==> src/rtl/mr_pkg.sv <==
// rtl/mr_pkg.sv - ALU op encoding, RV opcode/func3 constants and immediate helpers
package mr_pkg;

   localparam int ALU_OP_BITS = 4;

   typedef enum logic [ALU_OP_BITS-1:0] {
      ALU_ADD  = 4'd0,
      ALU_SUB  = 4'd1,
      ALU_SLL  = 4'd2,
      ALU_SLT  = 4'd3,
      ALU_SLTU = 4'd4,
      ALU_XOR  = 4'd5,
      ALU_SRL  = 4'd6,
      ALU_SRA  = 4'd7,
      ALU_OR   = 4'd8,
      ALU_AND  = 4'd9
   } alu_op_e;

   localparam logic [6:0] OPC_OP     = 7'b0110011;
   localparam logic [6:0] OPC_OP_IMM = 7'b0010011;
   localparam logic [6:0] OPC_LUI    = 7'b0110111;
   localparam logic [6:0] OPC_AUIPC  = 7'b0010111;

   localparam logic [2:0] F3_ADD  = 3'd0;
   localparam logic [2:0] F3_SLL  = 3'd1;
   localparam logic [2:0] F3_SLT  = 3'd2;
   localparam logic [2:0] F3_SLTU = 3'd3;
   localparam logic [2:0] F3_XOR  = 3'd4;
   localparam logic [2:0] F3_SR   = 3'd5;
   localparam logic [2:0] F3_OR   = 3'd6;
   localparam logic [2:0] F3_AND  = 3'd7;

   localparam logic [6:0] F7_BASE = 7'h00;
   localparam logic [6:0] F7_ALT  = 7'h20;

   // Immediates are returned signed so a size cast to XLEN sign-extends them.
   function automatic logic signed [31:0] imm_i(input logic [31:0] inst);
      return {{20{inst[31]}}, inst[31:20]};
   endfunction

   function automatic logic signed [31:0] imm_u(input logic [31:0] inst);
      return {inst[31:12], 12'h000};
   endfunction

   function automatic alu_op_e alu_from_f3(input logic [2:0] f3, input logic alt);
      alu_op_e op;
      op = ALU_ADD;
      case (f3)
         F3_ADD:  op = alt ? ALU_SUB : ALU_ADD;
         F3_SLL:  op = ALU_SLL;
         F3_SLT:  op = ALU_SLT;
         F3_SLTU: op = ALU_SLTU;
         F3_XOR:  op = ALU_XOR;
         F3_SR:   op = alt ? ALU_SRA : ALU_SRL;
         F3_OR:   op = ALU_OR;
         F3_AND:  op = ALU_AND;
      endcase
      return op;
   endfunction

endpackage

==> src/rtl/mr_regfile.sv <==
// rtl/mr_regfile.sv - register file, one write port and two async read ports with WB bypass
module mr_regfile #(
   parameter int XLEN  = 32,
   parameter int NREGS = 32
) (
   input  logic            clk,
   input  logic            we,
   input  logic [4:0]      wa,
   input  logic [XLEN-1:0] wd,
   input  logic [4:0]      ra1,
   output logic [XLEN-1:0] rd1,
   input  logic [4:0]      ra2,
   output logic [XLEN-1:0] rd2
);

   localparam int RW = $clog2(NREGS);

   logic [XLEN-1:0] regs [NREGS];
   logic            wr_ok;

   assign wr_ok = we && (wa != 5'd0) && (32'(wa) < NREGS);

   // Contents are deliberately left unreset.
   always_ff @(posedge clk) begin
      if (wr_ok) regs[wa[RW-1:0]] <= wd;
   end

   always_comb begin
      rd1 = '0;
      if (ra1 != 5'd0 && 32'(ra1) < NREGS) begin
         if (we && wa == ra1) rd1 = wd;
         else                 rd1 = regs[ra1[RW-1:0]];
      end
   end

   always_comb begin
      rd2 = '0;
      if (ra2 != 5'd0 && 32'(ra2) < NREGS) begin
         if (we && wa == ra2) rd2 = wd;
         else                 rd2 = regs[ra2[RW-1:0]];
      end
   end

endmodule

==> src/rtl/mr_decode.sv <==
// rtl/mr_decode.sv - decode/operand-fetch stage with scoreboard hazard stall and flush
module mr_decode
   import mr_pkg::*;
#(
   parameter int XLEN       = 32,
   parameter int NREGS      = 32,
   parameter int ALLOW_COMP = 0
) (
   input  logic                   clk,
   input  logic                   rst,
   input  logic                   in_valid,
   output logic                   in_ready,
   input  logic [31:0]            in_inst,
   input  logic [XLEN-1:0]        in_pc,
   output logic                   out_valid,
   input  logic                   out_ready,
   output logic [XLEN-1:0]        out_arg1,
   output logic [XLEN-1:0]        out_arg2,
   output logic [4:0]             out_dst,
   output logic [ALU_OP_BITS-1:0] out_alu_op,
   output logic                   out_illegal,
   input  logic                   flush,
   input  logic                   wb_valid,
   input  logic [4:0]             wb_reg,
   input  logic [XLEN-1:0]        wb_val
);

   localparam int RW  = $clog2(NREGS);
   localparam int SHW = (XLEN == 64) ? 6 : 5;
   // imm[11:0] bits above the shift amount must be zero for shift-immediates
   localparam logic [11:0] SH_HI = 12'hFFF << SHW;

   logic [6:0] opc;
   logic [4:0] rd, rs1, rs2;
   logic [2:0] f3;
   logic [6:0] f7;

   assign opc = in_inst[6:0];
   assign rd  = in_inst[11:7];
   assign f3  = in_inst[14:12];
   assign rs1 = in_inst[19:15];
   assign rs2 = in_inst[24:20];
   assign f7  = in_inst[31:25];

   logic [XLEN-1:0] rs1_val, rs2_val, imm_i_x, imm_u_x;

   assign imm_i_x = XLEN'(imm_i(in_inst));
   assign imm_u_x = XLEN'(imm_u(in_inst));

   mr_regfile #(.XLEN(XLEN), .NREGS(NREGS)) u_regfile (
      .clk (clk),
      .we  (wb_valid),
      .wa  (wb_reg),
      .wd  (wb_val),
      .ra1 (rs1),
      .rd1 (rs1_val),
      .ra2 (rs2),
      .rd2 (rs2_val)
   );

   logic [XLEN-1:0] d_arg1, d_arg2;
   logic [4:0]      d_dst;
   alu_op_e         d_op;
   logic            d_ill;
   logic            use_rs1, use_rs2, use_rd;
   logic            is16;

   assign is16 = (in_inst[1:0] != 2'b11);

   always_comb begin
      d_arg1  = '0;
      d_arg2  = '0;
      d_op    = ALU_ADD;
      d_ill   = 1'b0;
      use_rs1 = 1'b0;
      use_rs2 = 1'b0;
      use_rd  = 1'b0;
      case (opc)
         OPC_OP_IMM: begin
            use_rs1 = 1'b1;
            use_rd  = 1'b1;
            d_arg1  = rs1_val;
            d_arg2  = imm_i_x;
            d_op    = alu_from_f3(f3, (f3 == F3_SR) && in_inst[30]);
            if (f3 == F3_SLL || f3 == F3_SR)
               d_ill = |(in_inst[31:20] & SH_HI & ((f3 == F3_SR) ? 12'hBFF : 12'hFFF));
         end
         OPC_OP: begin
            use_rs1 = 1'b1;
            use_rs2 = 1'b1;
            use_rd  = 1'b1;
            d_arg1  = rs1_val;
            d_arg2  = rs2_val;
            d_op    = alu_from_f3(f3, f7 == F7_ALT);
            d_ill   = !((f7 == F7_BASE) ||
                        ((f7 == F7_ALT) && (f3 == F3_ADD || f3 == F3_SR)));
         end
         OPC_LUI: begin
            use_rd = 1'b1;
            d_arg2 = imm_u_x;
         end
         OPC_AUIPC: begin
            use_rd = 1'b1;
            d_arg1 = in_pc;
            d_arg2 = imm_u_x;
         end
         default: d_ill = 1'b1;
      endcase
      // A 16-bit word is either a length error or a legal-length op we do not decode.
      if (is16 && (ALLOW_COMP == 0)) d_ill = 1'b1;
      if (is16 && (ALLOW_COMP != 0)) d_ill = 1'b1;
      if ((use_rs1 && 32'(rs1) >= NREGS) || (use_rs2 && 32'(rs2) >= NREGS) ||
          (use_rd && 32'(rd) >= NREGS))
         d_ill = 1'b1;
      if (d_ill) begin
         d_arg1  = '0;
         d_arg2  = '0;
         d_op    = ALU_ADD;
         use_rs1 = 1'b0;
         use_rs2 = 1'b0;
         use_rd  = 1'b0;
      end
      d_dst = use_rd ? rd : 5'd0;
   end

   logic [NREGS-1:0] pending;
   logic             hazard, accept;

   // A writer is in flight if pending and not retiring this cycle, or sitting in the output register.
   function automatic logic reg_busy(input logic [4:0] r, input logic [NREGS-1:0] pend,
                                     input logic wbv, input logic [4:0] wbr,
                                     input logic ov, input logic [4:0] od);
      if (r == 5'd0 || 32'(r) >= NREGS) return 1'b0;
      return (pend[r[RW-1:0]] && !(wbv && wbr == r)) || (ov && od == r);
   endfunction

   assign hazard = in_valid &&
      ((use_rs1 && reg_busy(rs1, pending, wb_valid, wb_reg, out_valid, out_dst)) ||
       (use_rs2 && reg_busy(rs2, pending, wb_valid, wb_reg, out_valid, out_dst)) ||
       (use_rd  && reg_busy(rd,  pending, wb_valid, wb_reg, out_valid, out_dst)));

   assign in_ready = !rst && !flush && !hazard && (!out_valid || out_ready);
   assign accept   = in_valid && in_ready;

   always_ff @(posedge clk) begin
      if (rst) begin
         out_valid   <= 1'b0;
         out_arg1    <= '0;
         out_arg2    <= '0;
         out_dst     <= 5'd0;
         out_alu_op  <= ALU_ADD;
         out_illegal <= 1'b0;
         pending     <= '0;
      end else begin
         if (flush) begin
            out_valid <= 1'b0;
         end else if (accept) begin
            out_valid   <= 1'b1;
            out_arg1    <= d_arg1;
            out_arg2    <= d_arg2;
            out_dst     <= d_dst;
            out_alu_op  <= d_op;
            out_illegal <= d_ill;
         end else if (out_ready) begin
            out_valid <= 1'b0;
         end
         // Clear first so a same-cycle set of the same register wins.
         if (wb_valid && 32'(wb_reg) < NREGS)
            pending[wb_reg[RW-1:0]] <= 1'b0;
         if (out_valid && out_ready && !out_illegal && out_dst != 5'd0)
            pending[out_dst[RW-1:0]] <= 1'b1;
      end
   end

endmodule

==> config.mk <==
export PLATFORM = sky130hd
export DESIGN_NAME = mr_decode
export DESIGN_NICKNAME = d
export VERILOG_FILES = /design/src/rtl/mr_pkg.sv /design/src/rtl/mr_regfile.sv /design/src/rtl/mr_decode.sv
export SDC_FILE = /design/constraint.sdc
export NUM_CORES = 2
export LEC_CHECK = 0
export BUFFER_PORTS_ARGS = -buffer_cell sky130_fd_sc_hd__clkbuf_2
export CAP_MARGIN = 30
export CORE_MARGIN = 5
export CORE_UTILIZATION = 50
export CTS_CLUSTER_SIZE = 40
export DETAILED_ROUTE_END_ITERATION = 10
export HOLD_SLACK_MARGIN = 0.08
export PLACE_DENSITY = 0.66
export SYNTH_ARGS = -nofsm -noshare
export SYNTH_HDL_FRONTEND = slang
export SYNTH_SLANG_ARGS = --single-unit
==> constraint.sdc <==
create_clock -name clk -period 3.3 [get_ports clk]
set_input_delay 0.33 -clock clk [delete_from_list [all_inputs] [get_ports clk]]
set_output_delay 0.33 -clock clk [all_outputs]
set_load 0.1 [all_outputs]
Word level (Yosys, flattened, before mapping)
Memories as Yosys holds them, arrays and structs flattened.
Cells that the tools add are included.
- register bits after elaboration: 107
- memory bits (writable): 1024
- memories: 1
- memory list (name ; words ; bits a word ; rd ports ; clocked after memory_dff ; write ports ; line ; RTL):
    u_regfile.regs ; 32 ; 32 ; 2 ; 0 ; 1 ; mr_regfile.sv:18 ; logic [XLEN-1:0] regs [NREGS];
- magnitude comparators: 7
- eq/ne operators: 19
- multiplexer cells: 53
- bitwise gates (word level): 5
- reduce and logical (&&, ||, !) cells: 59
- operators by type and width (operator ; number):
    two-way mux 32 bit ; 9
    one-hot mux 32 bit (3 select lines) ; 1
    one-hot mux 32 bit (2 select lines) ; 1
    one-hot mux 4 bit (8 select lines) ; 2
    bitwise AND 32 bit ; 1
    NOT 32 bit ; 1
    OR 32 bit ; 1
    equality test 5 bit ; 6
    < comparator 5 x 6 -> 1 bit (second input constant) ; 5
    two-way mux 1 bit ; 30
    logical AND 1 bit ; 25
    equality test 7 x 6 -> 1 bit (second input constant) ; 3
    nonzero test 5 bit ; 4
    binary-select mux 1 bit (select 5 bit) ; 3
    logical NOT 5 bit ; 3
    equality test 7 x 5 -> 1 bit (second input constant) ; 2
    bitwise AND 12 bit ; 1
    equality test 3 bit (second input constant) ; 4
    OR reduction 12 bit ; 1
    two-way mux 11 bit ; 1
    demux 1 bit (select 5 bit) ; 2
    >= comparator 5 x 1 -> 1 bit (second input constant) ; 2
    logical NOT 1 bit ; 9
    logical OR 1 bit ; 9
    other kinds (14) ; 17

Logic depth before layout (Yosys ltp)
- depth in word-level cells: 17
- mapped depth: 12

Hierarchy
A second synthesis with hierarchy kept.
- cells, all modules: 3285
- area, all modules: 54716.2 um2
- modules (own cells, without submodules) (module ; times used ; cells an instance ; area an instance (um2)):
    mr_regfile ; 1 ; 2524 ; 47951.0
    mr_decode ; 1 ; 761 ; 6765.2

Worst setup path before layout
Ideal clock, no wire load.
- path type: reg-to-output
- start: register out_dst[2]
- end: output in_ready
- data arrival time: 4.104 ns
- path slack: -1.134 ns
- cell stages (with the launch flop): 8
- buffers on the path: 1
- cell sequence: dfxtp_1 -> clkbuf_1 -> xor2_1 -> nor4_1 -> o211ai_1 -> and3_1 -> nand2_1 -> a21boi_0
- longest elaborated chain between the ends: 11
- elaborated cells on any way between the ends: 21
- classes of those cells: 3 x eq/ne; 3 x mux; 15 x reduce/logical
- ends and longest elaborated chain (element ; line ; RTL):
    from (decl) ; mr_decode.sv:19 ; output logic [4:0] out_dst,
    from (signal assigned) ; mr_decode.sv:161 ; out_dst <= d_dst;
    equality test 5 bit ; mr_decode.sv:134 ; return (pend[r[RW-1:0]] && !(wbv && wbr == r)) || (ov && od == r);
    logical AND 1 bit ; mr_decode.sv:134 ;
    logical OR 1 bit ; mr_decode.sv:134 ;
    two-way mux 1 bit ; mr_decode.sv:134 ;
    logical AND 1 bit (on tied branches) ; mr_decode.sv:138, mr_decode.sv:139 ;
    logical OR 1 bit ; mr_decode.sv:138 ; ((use_rs1 && reg_busy(rs1, pending, wb_valid, wb_reg, out_valid, out_dst)) ||
    logical OR 1 bit * ; mr_decode.sv:139 ; (use_rs2 && reg_busy(rs2, pending, wb_valid, wb_reg, out_valid, out_dst)) ||
    logical AND 1 bit * ; mr_decode.sv:137 ; assign hazard = in_valid &&
    logical NOT 1 bit * ; mr_decode.sv:142 ; assign in_ready = !rst && !flush && !hazard && (!out_valid || out_ready);
    logical AND 1 bit * (2 in a row) ; mr_decode.sv:142 ;
    to (decl) ; mr_decode.sv:12 ; output logic in_ready,
Every way passes the cells marked *; elsewhere a longest branch is shown, timed or not.

Final worst setup path
- start: register out_dst[3]
- end: output in_ready
Same word-level chain as after synthesis.

==> impl_results.rst <==
.. list-table::
   :header-rows: 1

   * - Metric
     - Value
   * - Outcome
     - complete, no violations
   * - Max stage delay cell, worst path
     - sky130_fd_sc_hd__dfxtp_1
   * - Number of clock sinks seen by CTS
     - 1131
   * - First-pass iteration count of the detailed router
     - 6
   * - Width of the chip
     - 337.5 um
   * - Final hold slack
     - 125.6 ps
   * - #FFs+latches synth
     - 1131
   * - Clock slew at reported path FFs
     - 60 ps
   * - Post-route worst setup slack
     - 107.3 ps
   * - Worst Hold Class
     - primary input to register
   * - CP endpoint kind
     - output pin
   * - Placeable core area
     - 106800 sq um
   * - GRT Residual Overflow
     - 0
   * - Leak
     - 0.02057 uW
   * - Root cell of the clock tree
     - sky130_fd_sc_hd__clkbuf_16
   * - Crit path buf inv count
     - 1
   * - Reg-to-reg setup timing slack
     - 370 ps
   * - Remaining routing DRC violations
     - 0
   * - Synth Area in Adders
     - 0%
   * - Number of flops mapped to enable cells by yosys
     - 1024
   * - Area delta synth->final
     - 15.73%
   * - Max-slew violation count
     - 0
   * - Layout Nets
     - 3227
   * - CP top delay family
     - simple AND/OR/NAND/NOR gates
   * - Tot GR Track Use
     - 30.35%
   * - Placed Cells
     - 4380
   * - Area fraction in compound gates after synthesis
     - 3.348%
   * - Post-synth ARST share
     - 0%
   * - Share of layout cells above drive strength 1
     - 39.44%
   * - Cell area after synthesis
     - 53630 sq um
   * - Via density per instance
     - 7.121
   * - PwrDens
     - 521.7 nW/um^2
   * - Number of placement rows
     - 120
   * - Starting density of the core
     - 50.24%
   * - Post-CTS setup buffers
     - 0
   * - Setup repair after global routing missed its margin
     - false
   * - Worst setup timing slack at the placement stage
     - 15.57 ps
   * - Ordered list of cells on the worst path
     - xnor2_1, nand3_1, nor4_1, o211ai_1, and3_1, nand2_1, a21boi_2, buf_12
   * - CTS tree
     - built
   * - Highest cell delay on the worst timing path
     - 780 ps
   * - Synth Instances
     - 2806
   * - XOR/XNOR share of the synthesized area
     - 0.5063%
   * - Drt wl/cell
     - 37.56 um
   * - Min cycle time layout
     - 3193 ps
   * - First DRT Iteration DRCs
     - 4980
   * - Top-Level Pins
     - 183
   * - Peak supply drop
     - 0.0004769 V
   * - Net Sw Power
     - 7235 uW
   * - Global-route wire length before repair
     - 244.3 mm
   * - Total chip power
     - 32380 uW
   * - Maximum root-to-sink buffer count
     - 3
   * - Detailed-route wire length
     - 173.7 mm
   * - Total Die Area
     - 113900 sq um
   * - Fmax
     - 0.3132 GHz
   * - Number of distinct library cells after synthesis
     - 54
   * - Proportion of power drawn by flip-flops and latches
     - 49.0%
   * - Pin count of the biggest net entering global routing
     - 95
   * - Level count of the clock H-tree
     - 3
   * - Final Hold Viols
     - 0
   * - Number of antenna violations at the first check in global routing
     - 8
   * - Transition time at the pin with the least slew margin
     - 1063 ps
   * - Main combinational cell family by area after synthesis
     - multiplexers
   * - Total setup violations reported at the end of the flow
     - 0
   * - Part of the Yosys area used for sequential elements
     - 61.33%
   * - Period Utilization, post-route
     - 96.75%
   * - Combinational power share
     - 8.3%
   * - Data required time at the worst endpoint
     - 2970 ps
   * - Final cell count without fillers
     - 4625
   * - Post-DP HPWL
     - 103.5 mm
   * - Clock latency reported for the late side of the worst-skew pair
     - 710 ps
   * - Final worst clock skew
     - 20.92 ps
   * - Max-slew headroom at the worst pin
     - 28.94%
   * - Arrival time worst endpoint
     - 2860 ps
   * - Multiplexer fraction of the synthesized cell area
     - 29.06%
   * - Number of clock buffers inserted by TritonCTS
     - 116
   * - Portion of total power attributed to the clock network
     - 42.7%
   * - Vias in the first global route
     - 33060
   * - Most frequently used flop master after synthesis
     - sky130_fd_sc_hd__edfxtp_1
   * - Yosys warnings
     - 0
   * - Height of the die
     - 337.5 um
   * - Highest fanout seen on the critical path
     - 13
   * - Residual antenna-violating net count after detailed routing
     - 0
   * - # Max-Cap Violations
     - 0
   * - Switch share
     - 22.34%
   * - Count of input and output buffers
     - 182
   * - Simple-Gate Fraction of Synth Area
     - 3.721%
   * - Final estimated routing congestion in global placement
     - 0.9218
   * - Design internal power
     - 25150 uW
   * - Total via count after detailed routing
     - 32940
   * - Nature of the critical path startpoint
     - register
   * - Syn avg cell area
     - 19.11 sq um
   * - Setup TNS
     - 0 ps
   * - Setup Crit Path Kind
     - register to output pin
==> worst register-to-register path, cell delays in order, from the launching register on <==
cell                            delay [ps]
sky130_fd_sc_hd__dfxtp_1               780
sky130_fd_sc_hd__xnor2_1               200
sky130_fd_sc_hd__nand3_1               110
sky130_fd_sc_hd__nor4_1                370
sky130_fd_sc_hd__o211ai_1              130
sky130_fd_sc_hd__and3_1                210
sky130_fd_sc_hd__nand4_1               180
sky130_fd_sc_hd__buf_4                 200
sky130_fd_sc_hd__a211oi_1               80
sky130_fd_sc_hd__dlygate4sd3_1         570
==> power groups by stage <==
stage          logic (uW)  clock network (uW)  registers (uW)
2_1_floorplan        1590                   0           16200
3_3_place_gp         2600                   0           16200
3_5_place_dp         2630                   0           16200
4_1_cts              2670               14000           15900
5_1_grt              2800               14600           15900
6_report             2690               13800           15900
==> through the flow <==
stage                     cell area, sq um  util (%)
after global routing                 62060     58.14
after detailed placement             57810     54.15
after global placement               57810     54.15
after CTS                            62060     58.14
final                                62070     58.14
after floorplan                      53750         -
==> layout make-up <==
class | instances | area (sq um)
multi-input cells | 1461 | 20050
fillers | 7681 | 44680
clock buffers | 143 | 3129
diodes | 2 | 5.005
well taps | 1403 | 1755
clock inverters | 75 | 874.6
repair buffers | 405 | 3333
flip-flops and latches | 1131 | 32890
inverters | 5 | 26.28
==> cells in the final DEF, fill, tap and decap left out, types with 51 or more instances in the layout <==
master                      Yosys  layout
sky130_fd_sc_hd__nand2b_1      55      54
sky130_fd_sc_hd__a21oi_1       54      54
sky130_fd_sc_hd__clkbuf_2       0     174
sky130_fd_sc_hd__buf_12         0      51
sky130_fd_sc_hd__nand2_1       96      96
sky130_fd_sc_hd__mux2i_1      101     101
sky130_fd_sc_hd__clkbuf_16      0     120
sky130_fd_sc_hd__nor2b_1       57      56
sky130_fd_sc_hd__dfxtp_1      107     107
sky130_fd_sc_hd__buf_4          6     150
sky130_fd_sc_hd__edfxtp_1    1024    1024
sky130_fd_sc_hd__mux4_2       632     632
==> cell usage after synthesis, drive strengths merged, types with 5 or more instances <==
master	count	area, sq um
nor2b	57	356.6
nor2	50	187.7
nor3	6	30.03
a221oi	21	183.9
mux4	632	14230
a21oi	54	270.3
a32oi	11	96.34
o21ai	49	245.2
mux2	30	337.8
nand2b	55	344.1
mux2i	101	1011
edfxtp	1024	30750
a31oi	5	31.28
nor4	6	37.54
nand3	16	80.08
a22oi	43	322.8
and3	38	237.7
nand4	5	31.28
a22o	32	280.3
buf	123	631.9
or3b	8	70.07
nand2	96	360.4
nand3b	8	60.06
inv	5	18.76
o31ai	32	240.2
nor3b	11	82.58
and3b	5	43.79
xor2	15	131.4
clkbuf	117	439.2
dfxtp	107	2142
xnor2	16	140.1
==> cells by family after synthesis <==
group,Yosys count
AOI/OAI and AO/OA,263
xor gates and xnor gates,31
buffers and inverters,245
DFF,1131
muxes,763
other,1
and+or+nand+nor,372
==> flip-flops by register name, indices dropped and copies added, names as in the netlist <==
name            flops
out_dst             5
u_regfile.regs   1024
out_valid           1
pending            32
out_alu_op          4
out_arg2           32
out_arg1           32
out_illegal         1
==> worst paths after layout <==
| check | from | end | depth (start not counted) |
|---|---|---|---|
| hold / removal | in_pc[12] | out_arg1[12] | 4 |
| setup / recovery | out_dst[3] | in_ready | 8 |
| setup reg to reg | out_dst[3] | out_valid | 9 |
| hold reg to reg | out_arg1[3] | out_arg1[3] | 2 |
==> layer usage <==
layer | global-route usage, % | share of wire, % | wire length, um | vias up
met4 | 10.54 | 3.8 | 6596 | 2
met2 | 46.23 | 46 | 79920 | 2397
met1 | 43.60 | 38 | 65820 | 17550
met3 | 7.418 | 12 | 21370 | 380
li1 | - | - | - | 12610
met5 | 0 | 0.0063 | 11 | -
==> timing repair <==
| action | in CTS | in global routing |
|---|---|---|
| hold buffers | 25 | 0 |
| resized for setup | 0 | 0 |
| hold endpoints to repair | 51 | 0 |
Note: power is estimated with default switching activity, not from simulation.
